**config.mk**
```make
export PLATFORM = sky130hd
export DESIGN_NAME = secded_counter
export DESIGN_NICKNAME = d
export VERILOG_FILES = /design/src/rtl/secded_pkg.sv /design/src/rtl/secded_codec.sv /design/src/rtl/secded_counter.sv
export SDC_FILE = /design/constraint.sdc
export NUM_CORES = 1
export LEC_CHECK = 0
export BUFFER_PORTS_ARGS = -buffer_cell sky130_fd_sc_hd__buf_2
export CORE_ASPECT_RATIO = 2
export CORE_MARGIN = 8
export CORE_UTILIZATION = 60
export CTS_CLUSTER_SIZE = 10
export DETAILED_ROUTE_END_ITERATION = 12
export GPL_TIMING_DRIVEN = 1
export PLACE_DENSITY = 0.85
export RECOVER_POWER = 50
export REMOVE_ABC_BUFFERS = 1
export SLEW_MARGIN = 20
export SYNTH_ARGS = -nofsm -noshare
export SYNTH_HDL_FRONTEND = slang
export SYNTH_SLANG_ARGS = --single-unit
export TNS_END_PERCENT = 5
```
**constraint.sdc**
```tcl
create_clock -name clk -period 7 [get_ports clk]
set_clock_uncertainty 0.2 [all_clocks]
set_input_delay 1.05 -clock clk [delete_from_list [all_inputs] [get_ports clk]]
set_output_delay 1.05 -clock clk [all_outputs]
set_load 0.05 [all_outputs]
```
**src/rtl/secded_pkg.sv**
```systemverilog
// secded_pkg: shared SECDED helpers for the fault-tolerant counter.
//   chk_width(w)   number of Hamming check bits for a w-bit data word
//   data_pos(j)    1-based codeword position of data bit j
//   encode(d, w)   {overall parity, Hamming bits} for the low w bits of d.
//                  The result is sized for the widest supported word.
//                  Callers keep the low chk_width(w) Hamming bits and the
//                  parity bit at MAX_CHK.
package secded_pkg;

    localparam int MAX_W   = 64;
    localparam int MAX_CHK = 7;
    localparam int MAX_N   = MAX_W + MAX_CHK;

    typedef logic [MAX_CHK-1:0] syndrome_t;
    typedef enum logic [1:0] {CLEAN, SEC, DED} ecc_status_e;

    function automatic int chk_width(input int w);
        int r;
        r = MAX_CHK;
        // Walk downward so the smallest r that satisfies the rule is kept.
        for (int i = MAX_CHK; i >= 1; i--)
            if ((1 << i) >= w + i + 1) r = i;
        return r;
    endfunction

    function automatic bit is_pow2(input int p);
        return (p & (p - 1)) == 0;
    endfunction

    // Data bits fill the codeword positions that are not powers of two,
    // in ascending order.
    function automatic int data_pos(input int j);
        int k;
        int res;
        k   = 0;
        res = 0;
        for (int p = 1; p <= MAX_N; p++) begin
            if (!is_pow2(p)) begin
                if (k == j) res = p;
                k++;
            end
        end
        return res;
    endfunction

    function automatic logic [MAX_CHK:0] encode(input logic [MAX_W-1:0] data, input int w);
        logic [MAX_CHK:0] c;
        logic             par;
        int               j;
        c   = '0;
        par = 1'b0;
        j   = 0;
        for (int p = 1; p <= MAX_N; p++) begin
            if (!is_pow2(p) && j < w) begin
                if (data[j]) c[MAX_CHK-1:0] = c[MAX_CHK-1:0] ^ p[MAX_CHK-1:0];
                par = par ^ data[j];
                j++;
            end
        end
        c[MAX_CHK] = par ^ (^c[MAX_CHK-1:0]);
        return c;
    endfunction

endpackage

```
**src/rtl/secded_codec.sv**
```systemverilog
// secded_codec: combinational decoder for one stored SECDED word.
//   data       in   WIDTH     stored data bits
//   check      in   CHK_W+1   stored Hamming bits, overall parity at CHK_W
//   corrected  out  WIDTH     data with any single-bit data error flipped back
//   status     out  2         CLEAN / SEC (correctable) / DED (uncorrectable)
module secded_codec
    import secded_pkg::*;
#(
    parameter int WIDTH = 16,
    parameter int CHK_W = chk_width(WIDTH)
) (
    input  logic [WIDTH-1:0] data,
    input  logic [CHK_W:0]   check,
    output logic [WIDTH-1:0] corrected,
    output ecc_status_e      status
);

    function automatic logic [CHK_W-1:0] hamming(input logic [WIDTH-1:0] d);
        logic [MAX_CHK:0] e;
        e = encode(MAX_W'(d), WIDTH);
        return e[CHK_W-1:0];
    endfunction

    syndrome_t s;
    logic      p;
    logic      in_range;

    always_comb begin
        s        = syndrome_t'(hamming(data) ^ check[CHK_W-1:0]);
        p        = ^{data, check};
        in_range = int'(s) <= WIDTH + CHK_W;

        // Odd parity with a syndrome pointing outside the codeword can only
        // come from three or more flips, so it is not trusted for correction.
        status = CLEAN;
        if (p && in_range)
            status = SEC;
        else if (p || s != '0)
            status = DED;

        corrected = data;
        if (status == SEC)
            for (int j = 0; j < WIDTH; j++)
                if (int'(s) == data_pos(j)) corrected[j] = ~data[j];
    end

endmodule

```
**src/rtl/secded_counter.sv**
```systemverilog
// secded_counter: up/down counter whose state lives in a SECDED codeword.
//   clk, reset      clock; asynchronous active-low reset
//   enable/up_down  count one step per cycle, 1 = up, 0 = down
//   load/load_val   synchronous load, wins over everything else
//   clr_status      clears sticky flags and err_cnt
//   counter         corrected count (combinational from storage)
//   wrap            registered one-cycle pulse after a wrapping step
//   single_err      storage currently holds a correctable error
//   double_err      storage currently holds an uncorrectable error
//   sec_sticky      latched single_err
//   ded_sticky      latched double_err
//   err_cnt         saturating count of cycles with single_err
module secded_counter
    import secded_pkg::*;
#(
    parameter int WIDTH    = 16,
    parameter int ERRCNT_W = 8
) (
    input  logic                clk,
    input  logic                reset,
    input  logic                enable,
    input  logic                up_down,
    input  logic                load,
    input  logic [WIDTH-1:0]    load_val,
    input  logic                clr_status,
    output logic [WIDTH-1:0]    counter,
    output logic                wrap,
    output logic                single_err,
    output logic                double_err,
    output logic                sec_sticky,
    output logic                ded_sticky,
    output logic [ERRCNT_W-1:0] err_cnt
);

    localparam int CHK_W = chk_width(WIDTH);

    function automatic logic [CHK_W:0] enc_word(input logic [WIDTH-1:0] d);
        logic [MAX_CHK:0] e;
        e = encode(MAX_W'(d), WIDTH);
        return {e[MAX_CHK], e[CHK_W-1:0]};
    endfunction

    logic [WIDTH-1:0] data_q;
    logic [WIDTH-1:0] data_d;
    logic [CHK_W:0]   check_q;
    logic [CHK_W:0]   check_d;
    logic [WIDTH-1:0] corrected;
    logic             wrap_d;
    ecc_status_e      status;

    secded_codec #(
        .WIDTH(WIDTH),
        .CHK_W(CHK_W)
    ) u_codec (
        .data     (data_q),
        .check    (check_q),
        .corrected(corrected),
        .status   (status)
    );

    assign counter    = corrected;
    assign single_err = (status == SEC);
    assign double_err = (status == DED);

    // Every write path re-encodes from corrected data, so a count step
    // also scrubs a single error and never propagates the bad bit.
    always_comb begin
        data_d  = data_q;
        check_d = check_q;
        wrap_d  = 1'b0;
        if (load) begin
            data_d  = load_val;
            check_d = enc_word(load_val);
        end else if (!double_err) begin
            if (enable) begin
                if (up_down) begin
                    data_d = corrected + WIDTH'(1);
                    wrap_d = &corrected;
                end else begin
                    data_d = corrected - WIDTH'(1);
                    wrap_d = ~|corrected;
                end
                check_d = enc_word(data_d);
            end else if (single_err) begin
                data_d  = corrected;
                check_d = enc_word(corrected);
            end
        end
    end

    always_ff @(posedge clk or negedge reset) begin
        if (!reset) begin
            data_q     <= '0;
            check_q    <= enc_word('0);
            wrap       <= 1'b0;
            sec_sticky <= 1'b0;
            ded_sticky <= 1'b0;
            err_cnt    <= '0;
        end else begin
            data_q  <= data_d;
            check_q <= check_d;
            wrap    <= wrap_d;
            if (clr_status) begin
                sec_sticky <= 1'b0;
                ded_sticky <= 1'b0;
                err_cnt    <= '0;
            end else begin
                if (single_err) sec_sticky <= 1'b1;
                if (double_err) ded_sticky <= 1'b1;
                if (single_err && !(&err_cnt)) err_cnt <= err_cnt + ERRCNT_W'(1);
            end
        end
    end

endmodule
```
==> reports/qor_table.md <==
| Stage | Parameter | Reported |
| --- | --- | --- |
| floorplan | Initial core utilization | 61.1% |
| place | Placed Instances | 664 |
| clock tree | Clock network latency to the later pin of the worst-skew pair | 0.28 ns |
| grt | Number of global-route vias before repair | 4015 |
| clock tree | CTS buffer count | 5 |
| final layout | Area growth from synthesis to layout | 11.8% |
| routing | First-pass DRT Iterations | 5 |
| synthesis | Predominant post-synthesis flop cell | sky130_fd_sc_hd__dfrtp_1 |
| grt | Global Route Usage Sum | 23.8% |
| floorplan | Total Die Area | 10800 um^2 |
| clock tree | Hold-fix buffers at CTS | 0 |
| final layout | Proportion of layout cells with a drive suffix above 1 | 16.2% |
| final layout | Design area | 5120 um^2 |
| grt | Top Usage Layer GRT | met2 |
| critical path | Critical path data required time | 6.97 ns |
| clock tree | Maximum level of the CTS H-tree | 2 |
| routing | Residual DRC count | 0 |
| critical path | Number of cell instances on the worst register-to-register path | 23 |
| critical path | Critical Path Sink Type | register |
| sta | Setup TNS | 0 ns |
| grt | Met3 capacity usage during global routing | 3.55% |
| critical path | Arr. time, crit path | 6.63 ns |
| place | Gp weighted congestion | 0.956 |
| routing | Sum of routed wire length over all layers | 13000 um |
| critical path | Maximum cell stage delay along the critical path | 0.56 ns |
| min path | Worst min-delay path category | reg2reg |
| grt | Initial antenna violation count | 0 |
| sta | Remaining max-slew budget at the tightest pin | -23.1% |
| synthesis | Share of synthesized flip-flops with an asynchronous set or reset | 100% |
| sta | Max Transition Viols Final | 34 |
| clock tree | Maximum clock insertion buffer count | 2 |
| sta | Top achievable clock speed | 150 MHz |
| sta | Worst-Margin Slew | 1.85 ns |
| clock tree | CTS Root Buffer Type | sky130_fd_sc_hd__clkbuf_16 |
| synthesis | Ys Warns | 0 |
| final layout | Non-filler cells in the finished layout | 674 |
| synthesis | #FFs+latches synth | 33 |
| final layout | Net total in the final layout | 621 |
| clock tree | TritonCTS clock tree | yes |
| grt | Met1 global-route usage | 29.3% |
| min path | Hold Crit Depth | 2 |
| clock tree | Clock slew at the register clock pins of the worst setup and hold paths | 0.06 ns |
| critical path | Setup slack on the worst flop-to-flop path | 0.35 ns |
| place | Cell Area, Placed | 4970 um^2 |
| routing | Total vias in the final route | 4103 |
| sta | Total of endpoints with negative setup slack in the final report | 0 |
| routing | Average via count per standard cell | 6.09 |
| critical path | Startpoint-to-endpoint class of the critical path | reg2reg |
| floorplan | Horizontal extent of the die | 77.8 um |
| outcome | Violations in the final reports | max-capacitance violations, max-slew violations |
| synthesis | Post-Synthesis Cell Area | 4580 um^2 |
| sta | Ratio of final minimum period to clock period | 95.1% |
| routing | Number of antenna-violating nets in the routed design | 0 |
| synthesis | Number of distinct standard cells referenced by the synthesized netlist | 65 |
| critical path | Kind of launch point of the worst setup path | register |
| sta | Final Hold Vio Count | 0 |
| critical path | Start point of the critical path | data_q[15] |
| synthesis | Cell types with the largest area share after synthesis | sky130_fd_sc_hd__dfrtp_1 (18%), sky130_fd_sc_hd__xnor2_1 (18%), sky130_fd_sc_hd__xor2_1 (7.5%) |
| critical path | Setup crit end | check_q[5] |
| synthesis | Sequential fraction of the synthesis area | 18.0% |
| critical path | Crit path max-delay cell type | sky130_fd_sc_hd__xnor3_2 |
| grt | First-pass GRT wire length | 20500 um |
| floorplan | Total I/O pin count | 51 |
| sta | Unrepaired setup endpoints after global routing | false |
| critical path | Reg-to-Reg End | check_q[5] |
| critical path | Largest fanout of any net on the critical path | 5 |
| flow run | Number of maximum-capacitance constraint violations | 1 |
| clock tree | Number of sinks driven by the clock tree | 33 |
| place | IO Port Bufs | 50 |
| synthesis | Synthesized instance count | 526 |
| floorplan | Die Height | 140 um |
| synthesis | Avg Cell Area, Syn | 8.70 um^2 |
| sta | Worst Hold Margin | 0.297 ns |
| grt | Aggregate global routing overflow | 0 |
| routing | Post-DR wirelength/cell | 19.2 um |
| sta | Min Clock Period, post-route | 6.65 ns |
| synthesis | Number of enable-type register cells in the synthesized netlist | 0 |
| floorplan | Total number of placement rows | 45 |
| critical path | List of cells traversed by the critical path | xor2_2, xnor3_2, xor2_2, xnor2_2, nand3_1, nor2_1, xnor2_1, inv_1, ha_1, o21a_1, nor2_1, nor4_1, nand4_1, nor4_4, buf_4, nor3_4, xor2_1, o22ai_1, xnor2_1, xnor3_1, xnor3_1, nand2_1, a31o_1 |
| floorplan | Core Box Area | 7490 um^2 |
| outcome | Outcome | complete, but fails checks |
| grt | Fraction of met2 tracks used by global routing | 38.6% |
| grt | Pin count of the biggest net entering global routing | 43 |
| place | HPWL after detailed placement | 10400 um |
| final layout | Antenna diode count | 0 |
| routing | Starting DRT DRC Count | 319 |
| critical path | Source of the worst register-to-register timing path | data_q[15] |
| final layout | Filler Cell Count | 613 |
| synthesis | Dominant cell type by area after synthesis | sky130_fd_sc_hd__dfrtp_1 |
| synthesis | Area fraction of the dominant cell type after synthesis | 18.0% |
[synthesized netlist by cell type (2+ instances only)]
cell                       number
sky130_fd_sc_hd__a211oi_1       6
sky130_fd_sc_hd__a21o_1         9
sky130_fd_sc_hd__a21oi_1       32
sky130_fd_sc_hd__a22o_1         3
sky130_fd_sc_hd__a311oi_1       2
sky130_fd_sc_hd__and3_1         2
sky130_fd_sc_hd__buf_2          3
sky130_fd_sc_hd__buf_6          2
sky130_fd_sc_hd__clkbuf_1      13
sky130_fd_sc_hd__dfrtp_1       33
sky130_fd_sc_hd__ha_1          19
sky130_fd_sc_hd__inv_1         16
sky130_fd_sc_hd__mux2i_1       12
sky130_fd_sc_hd__nand2_1       41
sky130_fd_sc_hd__nand2b_1       5
sky130_fd_sc_hd__nand3_1       13
sky130_fd_sc_hd__nand4_1        9
sky130_fd_sc_hd__nor2_1        44
sky130_fd_sc_hd__nor2b_1        3
sky130_fd_sc_hd__nor3_1         7
sky130_fd_sc_hd__nor3_4         2
sky130_fd_sc_hd__nor4_1         7
sky130_fd_sc_hd__nor4_4         2
sky130_fd_sc_hd__o211ai_1       4
sky130_fd_sc_hd__o21a_1         6
sky130_fd_sc_hd__o21ai_0       31
sky130_fd_sc_hd__o22ai_1        5
sky130_fd_sc_hd__o31ai_1        3
sky130_fd_sc_hd__or3_1          6
sky130_fd_sc_hd__xnor2_1       92
sky130_fd_sc_hd__xnor2_2        4
sky130_fd_sc_hd__xnor3_1       12
sky130_fd_sc_hd__xnor3_2        2
sky130_fd_sc_hd__xor2_1        39
sky130_fd_sc_hd__xor2_2         7
[sequential cells by signal, summed over array words and instances, names as in the netlist]
register    cells
sec_sticky      1
err_cnt         8
wrap            1
data_q         16
ded_sticky      1
check_q         6
[how the worst min path moves through the flow]
stage | from | endpoint | slack, ns
finish | sec_sticky | sec_sticky | 0.30
floorplan | check_q[1] | check_q[1] | 0.28
detailed placement | sec_sticky | sec_sticky | 0.28
global route | sec_sticky | sec_sticky | 0.35
CTS | sec_sticky | sec_sticky | 0.30
global placement | sec_sticky | sec_sticky | 0.28
[cells in the final DEF (no fill, tap or decap), types with 4 or more instances in the layout]
| cell type | netlist | layout |
|---|---|---|
| sky130_fd_sc_hd__mux2i_1 | 12 | 12 |
| sky130_fd_sc_hd__a21oi_1 | 32 | 32 |
| sky130_fd_sc_hd__buf_2 | 3 | 38 |
| sky130_fd_sc_hd__clkbuf_16 | 0 | 5 |
| sky130_fd_sc_hd__nand4_1 | 9 | 9 |
| sky130_fd_sc_hd__inv_1 | 16 | 16 |
| sky130_fd_sc_hd__nor2_1 | 44 | 44 |
| sky130_fd_sc_hd__nor3_1 | 7 | 7 |
| sky130_fd_sc_hd__nand3_1 | 13 | 13 |
| sky130_fd_sc_hd__a21o_1 | 9 | 9 |
| sky130_fd_sc_hd__a211oi_1 | 6 | 5 |
| sky130_fd_sc_hd__nand2_1 | 41 | 41 |
| sky130_fd_sc_hd__clkbuf_1 | 13 | 12 |
| sky130_fd_sc_hd__or3_1 | 6 | 6 |
| sky130_fd_sc_hd__nor4_1 | 7 | 7 |
| sky130_fd_sc_hd__o21ai_0 | 31 | 31 |
| sky130_fd_sc_hd__xnor2_2 | 4 | 5 |
| sky130_fd_sc_hd__o22ai_1 | 5 | 5 |
| sky130_fd_sc_hd__xnor3_1 | 12 | 12 |
| sky130_fd_sc_hd__o21a_1 | 6 | 6 |
| sky130_fd_sc_hd__dfrtp_1 | 33 | 33 |
| sky130_fd_sc_hd__xor2_1 | 39 | 39 |
| sky130_fd_sc_hd__o211ai_1 | 4 | 4 |
| sky130_fd_sc_hd__ha_1 | 19 | 19 |
| sky130_fd_sc_hd__xor2_2 | 7 | 7 |
| sky130_fd_sc_hd__nand2b_1 | 5 | 5 |
| sky130_fd_sc_hd__buf_4 | 0 | 16 |
| sky130_fd_sc_hd__xnor2_1 | 92 | 91 |
[layout make-up]
type	instances	area (um^2)	share of cell area [%]
clock buffer	5	125	2.45
clock inverter	3	17.5	0.342
inverter	17	63.8	1.25
multi-input combinational	456	3610	70.6
sequential	33	826	16.1
tap	94	118	2.30
timing repair buffer	66	355	6.95
[worst max-delay path: cells and delay by family, from the launching register on]
kind            cells  cell delay, ns
simple gates        8            1.60
xor+xnor            9            2.99
flops               1            0.49
buf+inv             2            0.40
compound gates      3            0.50
fa+ha+maj           1            0.35
[cells by family (layout without fill, tap and decap cells)]
kind of cell | Yosys count | after routing | synth area share [%]
mux | 12 | 12 | 2.63
compound gates | 115 | 115 | 16.0
fa+ha+maj | 20 | 20 | 5.63
buf+inv | 37 | 91 | 3.47
xor+xnor | 158 | 158 | 37.1
simple gates | 151 | 151 | 17.1
flops | 33 | 33 | 18.0
[per-stage QoR]
| step | util (%) | setup slack, ns |
|---|---|---|
| floorplan | - | 0.539 |
| global route | 68.3 | 0.0163 |
| CTS | 68.2 | 0.399 |
| global placement | 66.3 | 0.491 |
| detailed placement | 66.3 | 0.448 |
| finish | 68.3 | 0.345 |
[timing repair]
item                                    in CTS  in global routing
endpoints found under the setup margin       0                  1
hold endpoints to repair                     0                  0
buffers inserted                             0                  2
resized for setup                            0                  1
[metal layers]
layer | wire (um) | part of all wire, %
met5 | 0 | 0
met4 | 696 | 5.4
met3 | 762 | 5.9
met2 | 6230 | 48
met1 | 5280 | 41
Power is left out: the tool's default activity adds up to more than one toggle a clock period on the data nets, which glitch-free logic cannot reach.
